$ cat src/rtl/serial_adder_ctrl.sv
// serial_adder_ctrl: bit-serial adder built from one full-adder cell.
// Operands are shifted in LSB first, one bit per clock. A carry flip-flop
// closes the carry loop. The start/busy/done handshake frames each add.
// Optional feature macro: SERIAL_ADD_OVF_EN adds a signed-overflow output.
//
// state | meaning
// ------+---------------------------------------------------------------
// IDLE  | waiting for start; operands are captured on the accepting edge
// RUN   | one sum bit per clock, LSB first, for WIDTH clocks
// DONE  | one-cycle done pulse; sum/carryout became valid on entry

module structural_full_adder (
  input  logic a,
  input  logic b,
  input  logic cin,
  output logic s,
  output logic cout
);
  logic p;
  logic g;
  logic t;

  assign p    = a ^ b;
  assign s    = p ^ cin;
  assign g    = a & b;
  assign t    = p & cin;
  assign cout = g | t;
endmodule

module serial_adder_ctrl #(
  parameter int WIDTH = 8
) (
  input  logic             clk,
  input  logic             reset,
  input  logic             start,
  input  logic [WIDTH-1:0] a,
  input  logic [WIDTH-1:0] b,
  input  logic             carryin,
  output logic             busy,
  output logic             done,
  output logic [WIDTH-1:0] sum,
  output logic             carryout
`ifdef SERIAL_ADD_OVF_EN
  ,
  output logic             overflow
`endif
);
  localparam int CNT_W = (WIDTH > 1) ? $clog2(WIDTH) : 1;

  typedef enum logic [1:0] {
    S_IDLE = 2'd0,
    S_RUN  = 2'd1,
    S_DONE = 2'd2
  } state_t;

  state_t state;
  state_t state_nxt;

  logic [WIDTH-1:0] a_sr;
  logic [WIDTH-1:0] b_sr;
  logic [WIDTH-1:0] sum_sr;
  logic             cy;
  logic [CNT_W-1:0] cnt;

  logic fa_sum;
  logic fa_cout;
  logic accept;
  logic run;
  logic last_bit;

  structural_full_adder u_fa (
    .a    (a_sr[0]),
    .b    (b_sr[0]),
    .cin  (cy),
    .s    (fa_sum),
    .cout (fa_cout)
  );

  assign accept   = (state == S_IDLE) && start;
  assign run      = (state == S_RUN);
  assign last_bit = (cnt == CNT_W'(WIDTH - 1));

  // State register; reset aborts any add in flight.
  always_ff @(posedge clk) begin
    if (reset) begin
      state <= S_IDLE;
    end else begin
      state <= state_nxt;
    end
  end

  // Next-state and handshake outputs decoded from the current state.
  always_comb begin
    state_nxt = state;
    busy      = 1'b0;
    done      = 1'b0;
    unique case (state)
      S_IDLE: begin
        if (start) begin
          state_nxt = S_RUN;
        end
      end
      S_RUN: begin
        busy = 1'b1;
        if (last_bit) begin
          state_nxt = S_DONE;
        end
      end
      S_DONE: begin
        done      = 1'b1;
        state_nxt = S_IDLE;
      end
      default: begin
        state_nxt = S_IDLE;
      end
    endcase
  end

  // Operand capture, serial shifting, and result registers. The result is
  // loaded from the final adder bit on the same edge that enters DONE, so
  // sum/carryout are already valid while done is high.
  always_ff @(posedge clk) begin
    if (reset) begin
      a_sr     <= '0;
      b_sr     <= '0;
      sum_sr   <= '0;
      cy       <= 1'b0;
      cnt      <= '0;
      sum      <= '0;
      carryout <= 1'b0;
    end else if (accept) begin
      a_sr <= a;
      b_sr <= b;
      cy   <= carryin;
      cnt  <= '0;
    end else if (run) begin
      sum_sr <= {fa_sum, sum_sr[WIDTH-1:1]};
      a_sr   <= a_sr >> 1;
      b_sr   <= b_sr >> 1;
      cy     <= fa_cout;
      cnt    <= cnt + CNT_W'(1);
      if (last_bit) begin
        sum      <= {fa_sum, sum_sr[WIDTH-1:1]};
        carryout <= fa_cout;
      end
    end
  end

`ifdef SERIAL_ADD_OVF_EN
  // Signed overflow: carry into the MSB differs from carry out of the MSB.
  always_ff @(posedge clk) begin
    if (reset) begin
      overflow <= 1'b0;
    end else if (run && last_bit) begin
      overflow <= cy ^ fa_cout;
    end
  end
`endif

endmodule

$ cat config.mk
export PLATFORM = sky130hd
export DESIGN_NAME = serial_adder_ctrl
export DESIGN_NICKNAME = d
export VERILOG_FILES = /design/src/rtl/serial_adder_ctrl.sv
export SDC_FILE = /design/constraint.sdc
export NUM_CORES = 1
export LEC_CHECK = 0
export ABC_AREA = 1
export BUFFER_PORTS_ARGS = -buffer_cell sky130_fd_sc_hd__buf_4
export CAP_MARGIN = 20
export CORE_ASPECT_RATIO = 0.9
export CORE_MARGIN = 5
export CORE_UTILIZATION = 30
export DETAILED_ROUTE_END_ITERATION = 8
export MAX_ROUTING_LAYER = met4
export PLACE_DENSITY = 0.5
export SYNTH_ARGS = -nofsm -noshare
export SYNTH_HDL_FRONTEND = slang
export SYNTH_SLANG_ARGS = --single-unit
$ cat constraint.sdc
create_clock -name clk -period 1.2 [get_ports clk]
set_clock_uncertainty 0.05 [all_clocks]
set_input_delay 0.12 -clock clk [delete_from_list [all_inputs] [get_ports clk]]
set_output_delay 0.12 -clock clk [all_outputs]
set_load 0.02 [all_outputs]
==> impl_metrics.yaml, run 1 <==
clocking:
  clockBufferDepth: 2
  cts_sinks: 38
  h-tree-depth: 2
  cts.clk_slew.worst_paths_ns: 0.08
  root_buffer: "clkbuf_8"
  tritoncts: "done"
  cts_buffers: 5
  clkLatencyLatePin_ns: 0.29
route:
  ant_nets: 0
  drc: 0
  vias_per_cell: 4.48
  vias: 1620
  drtPass1Iterations: 4
  wl_met2_mm: 1.82
  m1WireLength_mm: 2.16
  wl_per_cell_um: 11.5
  dr.max_layer_used: "met4"
  wl_mm: 4.18
  wl_met3_um: 143
  first_iter_violations: 51
sta:
  relSlewSlack_pct: 83.7
  hold_viol_final: 0
  clock.fmax_mhz: 797
  tightest_slew_ns: 0.244
  rsz0062_at_grt: "yes"
  slew_viol_final: 0
  postLayoutSetupSlackWorst_ns: -0.0551
  setup_violations: 18
  holdWs_ns: 0.0307
  post-route-period-util_pct: 105
  final.setup.tns_ns: -0.681
  period_needed_ns: 1.26
logic_synthesis:
  synthTopCellsByArea: "dfxtp_1 (45%), nand2_1 (15%), nand3_1 (9.8%), nor2_1 (6.2%), a21oi_1 (5.0%)"
  synth_cell_types: 20
  synth_edf_count: 0
  ys.flop_type: "dfxtp_1"
  synth_top_area_cell: "dfxtp_1"
  syn-num-nets: 262
  synth_area_um2: 1690
  synth_common_cells: "nand2_1 (69), dfxtp_1 (38), nand3_1 (33), nor2_1 (28), inv_1 (19)"
  synth_top_family_by_area: "simple AND/OR/NAND/NOR gates"
  synth_top_area_share_pct: 45.0
  synth_compound_area_share_pct: 8.96
  yosys-mux-area-fraction_pct: 0
  syn_area_per_cell_um2: 7.07
  synth_cells: 239
  synth-seq-area-share_pct: 45.0
  synth_most_common_cell: "nand2_1"
  synth_warnings: 0
  synthArstFlopShare_pct: 0
  synth-adder-area-share_pct: 2.66
  synthSimpleGateAreaFrac_pct: 33.1
  ys_ff_latch: 38
  synth_xor_area_share_pct: 0.518
cells_and_area:
  layout.nets: 314
  post-route-util_pct: 44.7
  n_antenna_cell: 0
  syn2layout_area_growth_pct: 47.2
  drive_gt1_share_pct: 39.0
flow_run:
  drv_cap: 0
placement:
  gp_congestion: 0.740
  port_buffers: 30
  place_ws_ns: -0.0925
  hpwl_mm: 2.71
floorplanning:
  core_area_um2: 5560
  fp-row-count: 26
  pin_count: 31
  die_h_um: 81.2
  dieArea_um2: 7240
  initial_core_util_pct: 30.4
  die_w_um: 89.1
run_status:
  violations: "negative setup slack"
  outcome: "finished, violations left"
critical_path:
  startpoint_type: "register"
  path_class: "register to register"
  cp.arrival_ns: 1.42
  worstPathMaxFanout: 8
  r2r_cells: 7
  crit_required_ns: 1.37
  cp-end-kind: "register"
  r2r-start: "state[0]"
  r2r_slack_ns: -0.06
  r2r_end: "a_sr[3]"
global_routing:
  first_global_vias: 1552
  grt_usage_pct: 12.7
  grt_antenna_before_repair: 0
  grt_max_degree: 19
  grt_overflow: 0
  grt_pass1_wl_mm: 6.97
hold_path:
  min_path_type: "input pin to register"
  hold_end: "b_sr[7]"
  holdPathStages: 3
  min_from: "b[7]"
power:
  power.density_nw_per_um2: 1170
  ir_worst_vdd_mv: 0.493
  power.total_w: 0.00290
  power.leakage_nw: 1.16
logic make-up (layout without fill, tap and decap cells):
group           count (synthesis)  in the layout
fa+ha+maj                       3              3
buf+inv                        35             87
xor+xnor                        1              1
compound gates                 28             28
simple gates                  134            135
flops                          38             38
power breakdown:
group          internal [W]  leakage, nW  switching, W
Clock              0.000580       0.0575      0.000450
Sequential          0.00133        0.314     0.0000459
Combinational      0.000234        0.792      0.000263
Total               0.00215         1.16      0.000759
critical path: stages, from the launching register on:
cell	delay, ns
dfxtp_2	0.33
buf_6	0.13
nor2_4	0.20
buf_6	0.15
nand2_8	0.09
nand2_2	0.07
nand2_1	0.05
a21oi_1	0.11
metal layers:
| layer | up-vias | track usage [%] |
|---|---|---|
| li1 | 859 | - |
| met4 | 0 | 4.46 |
| met1 | 726 | 17.5 |
| met3 | 8 | 3.04 |
| met2 | 27 | 17.8 |
| met5 | - | - |
placed cells by master, fill, tap and decap left out, drive strengths merged:
| master | instances |
|---|---|
| clkbuf | 9 |
| dfxtp | 38 |
| a21oi | 17 |
| nor2 | 31 |
| clkinv | 2 |
| o21ai | 11 |
| xor2 | 1 |
| nand2 | 71 |
| buf | 56 |
| fa | 1 |
| ha | 2 |
| nand3 | 33 |
| inv | 20 |
registers in the layout, summed over array words and instances, names as in the netlist:
signal	count
a_sr	8
b_sr	8
sum	8
sum_sr	7
cnt	3
state	2
carryout	1
cy	1
stage by stage:
| stage | area (um2) | cells |
|---|---|---|
| final | 2490 | 362 |
| after global routing | 2490 | 362 |
| after CTS | 2300 | 357 |
| after detailed placement | 2060 | 344 |
| after global placement | 2060 | 344 |
| after floorplan | 1690 | 239 |
area by class of cell:
cell class                      count  area [um2]
Fill cell                         574        3080
Multi-Input combinational cell    167         936
Sequential cell                    38         771
Timing Repair Buffer               57         483
Clock buffer                        8         110
Inverter                           22         100
Tap cell                           70        87.6
timing repair:
| item | CTS | global route |
|---|---|---|
| setup buffers | 5 | 4 |
| pin swaps | 7 | 13 |
| endpoints found under the setup margin | 15 | 33 |
| gates resized for setup | 27 | 41 |
| hold buffers | 0 | 0 |
| gates cloned | 0 | 2 |
| endpoints found under the hold margin | 0 | 0 |
worst max path at each step:
stage              from       to  slack, ns
2_1_floorplan    cnt[0]   sum[6]      0.009
3_3_place_gp     cnt[0]   sum[5]      -0.06
3_5_place_dp     cnt[1]   sum[5]      -0.09
4_1_cts        state[0]     done      -0.04
5_1_grt        state[0]  b_sr[4]      -0.13
6_report       state[0]  a_sr[3]      -0.06
Note: power is estimated with default switching activity, not from simulation.
==> run 2, diff against run 1 <==
--- a/config.mk
+++ b/config.mk
@@ -5,11 +5,10 @@
 export SDC_FILE = /design/constraint.sdc
 export NUM_CORES = 1
 export LEC_CHECK = 0
-export ABC_AREA = 1
 export BUFFER_PORTS_ARGS = -buffer_cell sky130_fd_sc_hd__buf_4
 export CAP_MARGIN = 20
 export CORE_ASPECT_RATIO = 0.9
-export CORE_MARGIN = 5
+export CORE_MARGIN = 1.5
 export CORE_UTILIZATION = 30
 export DETAILED_ROUTE_END_ITERATION = 8
 export MAX_ROUTING_LAYER = met4
==> run 2 against run 1 <==
  * The run still ends with negative setup slack left
  * Non-clock buffer count decreased by 9
  * Critical path type unchanged
  * Critical path depth shrank 2
  * Sequential power barely moved
  * Routed wire length fell by 9.8%
  * Register-to-register slack about the same
  * Power down 8.7%
  * Largest power group unchanged
  * Combinational power is 7.2% lower
  * Design area fell by 10%
==> impl_metrics.yaml, run 2 <==
run_status:
  outcome: "finished, violations left"
  violations: "negative setup slack"
route:
  vias: 1384
  wl_mm: 3.77
  first_iter_violations: 48
  vias_per_cell: 4.74
  drtPass1Iterations: 4
  wl_per_cell_um: 12.9
  ant_nets: 0
  drc: 0
critical_path:
  cp-end-kind: "register"
  r2r_cells: 5
  worstPathMaxFanout: 15
  r2r-start: "state[0]"
  cpMaxStageDelayCell: "dfxtp_4"
  r2r_slack_ns: -0.07
  crit_required_ns: 1.35
  path_class: "register to register"
  path_cells: "buf_6, nor3b_4, buf_12, a21oi_1, a211oi_1"
  cp.arrival_ns: 1.42
  cpPeakStageDelay_ns: 0.37
  startpoint_type: "register"
  r2r_end: "b_sr[6]"
logic_synthesis:
  synth-adder-area-share_pct: 2.88
  synth_most_common_cell: "dfxtp_1"
  ys_ff_latch: 38
  synth_area_um2: 1570
  synth_top_family_by_area: "simple AND/OR/NAND/NOR gates"
  syn_area_per_cell_um2: 8.42
  synthSimpleGateAreaFrac_pct: 21.1
  synth_top_area_share_pct: 48.6
  synth_edf_count: 0
  synth_top_area_cell: "dfxtp_1"
  synth-seq-area-share_pct: 48.6
  synth_compound_area_share_pct: 19.3
  synth_xor_area_share_pct: 0.560
  synthArstFlopShare_pct: 0
  synth_cells: 186
  synth_cell_types: 27
  synth_common_cells: "dfxtp_1 (38), nand2_1 (37), a21oi_1 (30), nor2_1 (18), a211oi_1 (15)"
  syn-num-nets: 209
  yosys-mux-area-fraction_pct: 1.28
  ys.flop_type: "dfxtp_1"
  synth_warnings: 0
  synthTopCellsByArea: "dfxtp_1 (49%), a21oi_1 (9.6%), nand2_1 (8.9%), a211oi_1 (7.2%), nor2_1 (4.3%)"
placement:
  place_ws_ns: -0.0782
  gp_congestion: 0.733
  hpwl_mm: 2.32
  port_buffers: 30
clocking:
  ctsHoldBuffers: 0
  clkLatencyLatePin_ns: 0.28
  tritoncts: "done"
  cts_buffers: 5
  cts.clk_slew.worst_paths_ns: 0.07
  h-tree-depth: 2
  clockBufferDepth: 2
  cts_sinks: 38
  root_buffer: "clkbuf_8"
floorplanning:
  die_h_um: 71.5
  die_w_um: 79.1
  fp-row-count: 24
  initial_core_util_pct: 31.8
  dieArea_um2: 5660
  core_area_um2: 4920
  pin_count: 31
sta:
  relSlewSlack_pct: 71.0
  setup_violations: 27
  post-route-period-util_pct: 106
  holdWs_ns: 0.0275
  period_needed_ns: 1.27
  clock.fmax_mhz: 788
  tightest_slew_ns: 0.435
  rsz0062_at_grt: "yes"
  slew_viol_final: 0
  postLayoutSetupSlackWorst_ns: -0.0697
  hold_viol_final: 0
global_routing:
  grt_antenna_before_repair: 0
  grt_overflow: 0
  grt_pass1_wl_mm: 6.18
  grt_usage_pct: 14.4
  grt_max_degree: 39
  first_global_vias: 1325
power:
  power.density_nw_per_um2: 1190
  ir_worst_vdd_mv: 0.575
  power.total_w: 0.00265
  power.leakage_nw: 0.840
cells_and_area:
  layout_common_cells: "nand2_1 (34), buf_4 (34), dfxtp_1 (32)"
  n_antenna_cell: 0
  top_regs: "a_sr (8), b_sr (8), sum (8)"
  layout.nets: 250
  syn2layout_area_growth_pct: 42.4
  fillers: 509
  drive_gt1_share_pct: 37.4
flow_run:
  drv_cap: 0
hold_path:
  min_path_type: "input pin to register"
  holdPathStages: 3
  min_from: "b[7]"
  hold_end: "b_sr[7]"
-- run 2: cell types whose count changed in the layout (fill, tap and decap cells not counted), moves of 8 or more --
cell	before	now
nor2_1	27	14
nand3_1	28	10
inv_1	17	1
nand2_1	51	34
a211oi_1	0	12
a21oi_1	12	29
o21ai_1	8	0
nand2_2	17	3
buf_4	47	34
-- run 2: how the worst max path moves through the flow --
stage | start | end | slack [ns] | cells after the start
2_1_floorplan | state[0] | b_sr[7] | -0.12 | 6
3_3_place_gp | state[1] | b_sr[5] | -0.07 | 5
3_5_place_dp | state[1] | b_sr[5] | -0.08 | 5
4_1_cts | state[1] | a_sr[3] | -0.10 | 5
5_1_grt | state[0] | b_sr[2] | -0.15 | 5
6_report | state[0] | b_sr[6] | -0.07 | 5
-- run 2: timing repair --
item                       CTS  global route
gates cloned                 0             1
pin swaps                    1             4
setup buffers                2             1
gates resized for setup     20            23
setup endpoints to repair   31            34
-- run 2: metrics by stage --
| step | area [um2] | std cells | setup TNS, ns | utilization, % |
|---|---|---|---|---|
| 4_1_cts | 2130 | 291 | -1.40 | 43.3 |
| 3_5_place_dp | 1950 | 282 | -0.976 | 39.6 |
| 2_1_floorplan | 1570 | 186 | -1.20 | - |
| 5_1_grt | 2230 | 292 | -2.89 | 45.2 |
| 3_3_place_gp | 1950 | 282 | -0.732 | 39.6 |
| 6_report | 2230 | 292 | -1.01 | 45.2 |
-- run 2: layout make-up --
cell class | count | area, um2 | share of cell area, %
Multi-Input combinational cell | 131 | 813 | 36.5
Sequential cell | 38 | 771 | 34.6
Timing Repair Buffer | 48 | 465 | 20.9
Tap cell | 65 | 81.3 | 3.65
Clock buffer | 5 | 68.8 | 3.09
Inverter | 3 | 18.8 | 0.842
Clock inverter | 2 | 10.0 | 0.449
-- run 2: per-layer routing --
layer	vias to the layer above	part of all wire (%)	GRT usage, %
li1	718	-	-
met1	650	50	17.9
met2	14	46	22.4
met3	2	3.2	4.59
met4	0	0.45	4.09
met5	-	0	-
-- run 2: cells by family (layout without fill, tap and decap cells) --
| group | after synthesis | after routing |
|---|---|---|
| XOR/XNOR | 1 | 1 |
| adder cells (fa/ha/maj) | 3 | 3 |
| AND/OR/NAND/NOR | 75 | 75 |
| flip-flops | 38 | 38 |
| multiplexers | 2 | 2 |
| buffers and inverters | 17 | 58 |
| AO/OA/AOI/OAI | 50 | 50 |
-- run 2: where the power goes --
group | switching [W] | internal [W] | total, W
clock | 0.000436 | 0.000390 | 0.000826
sequential | 0.0000406 | 0.00132 | 0.00136
combinational | 0.000222 | 0.000239 | 0.000461
total | 0.000699 | 0.00195 | 0.00265
-- run 2: worst max-delay path: cells and delay by family, from the launching register on --
kind                   cells  cell delay (ns)
AND/OR/NAND/NOR            1             0.20
AO/OA/AOI/OAI              2             0.27
flip-flops                 1             0.37
buffers and inverters      2             0.29
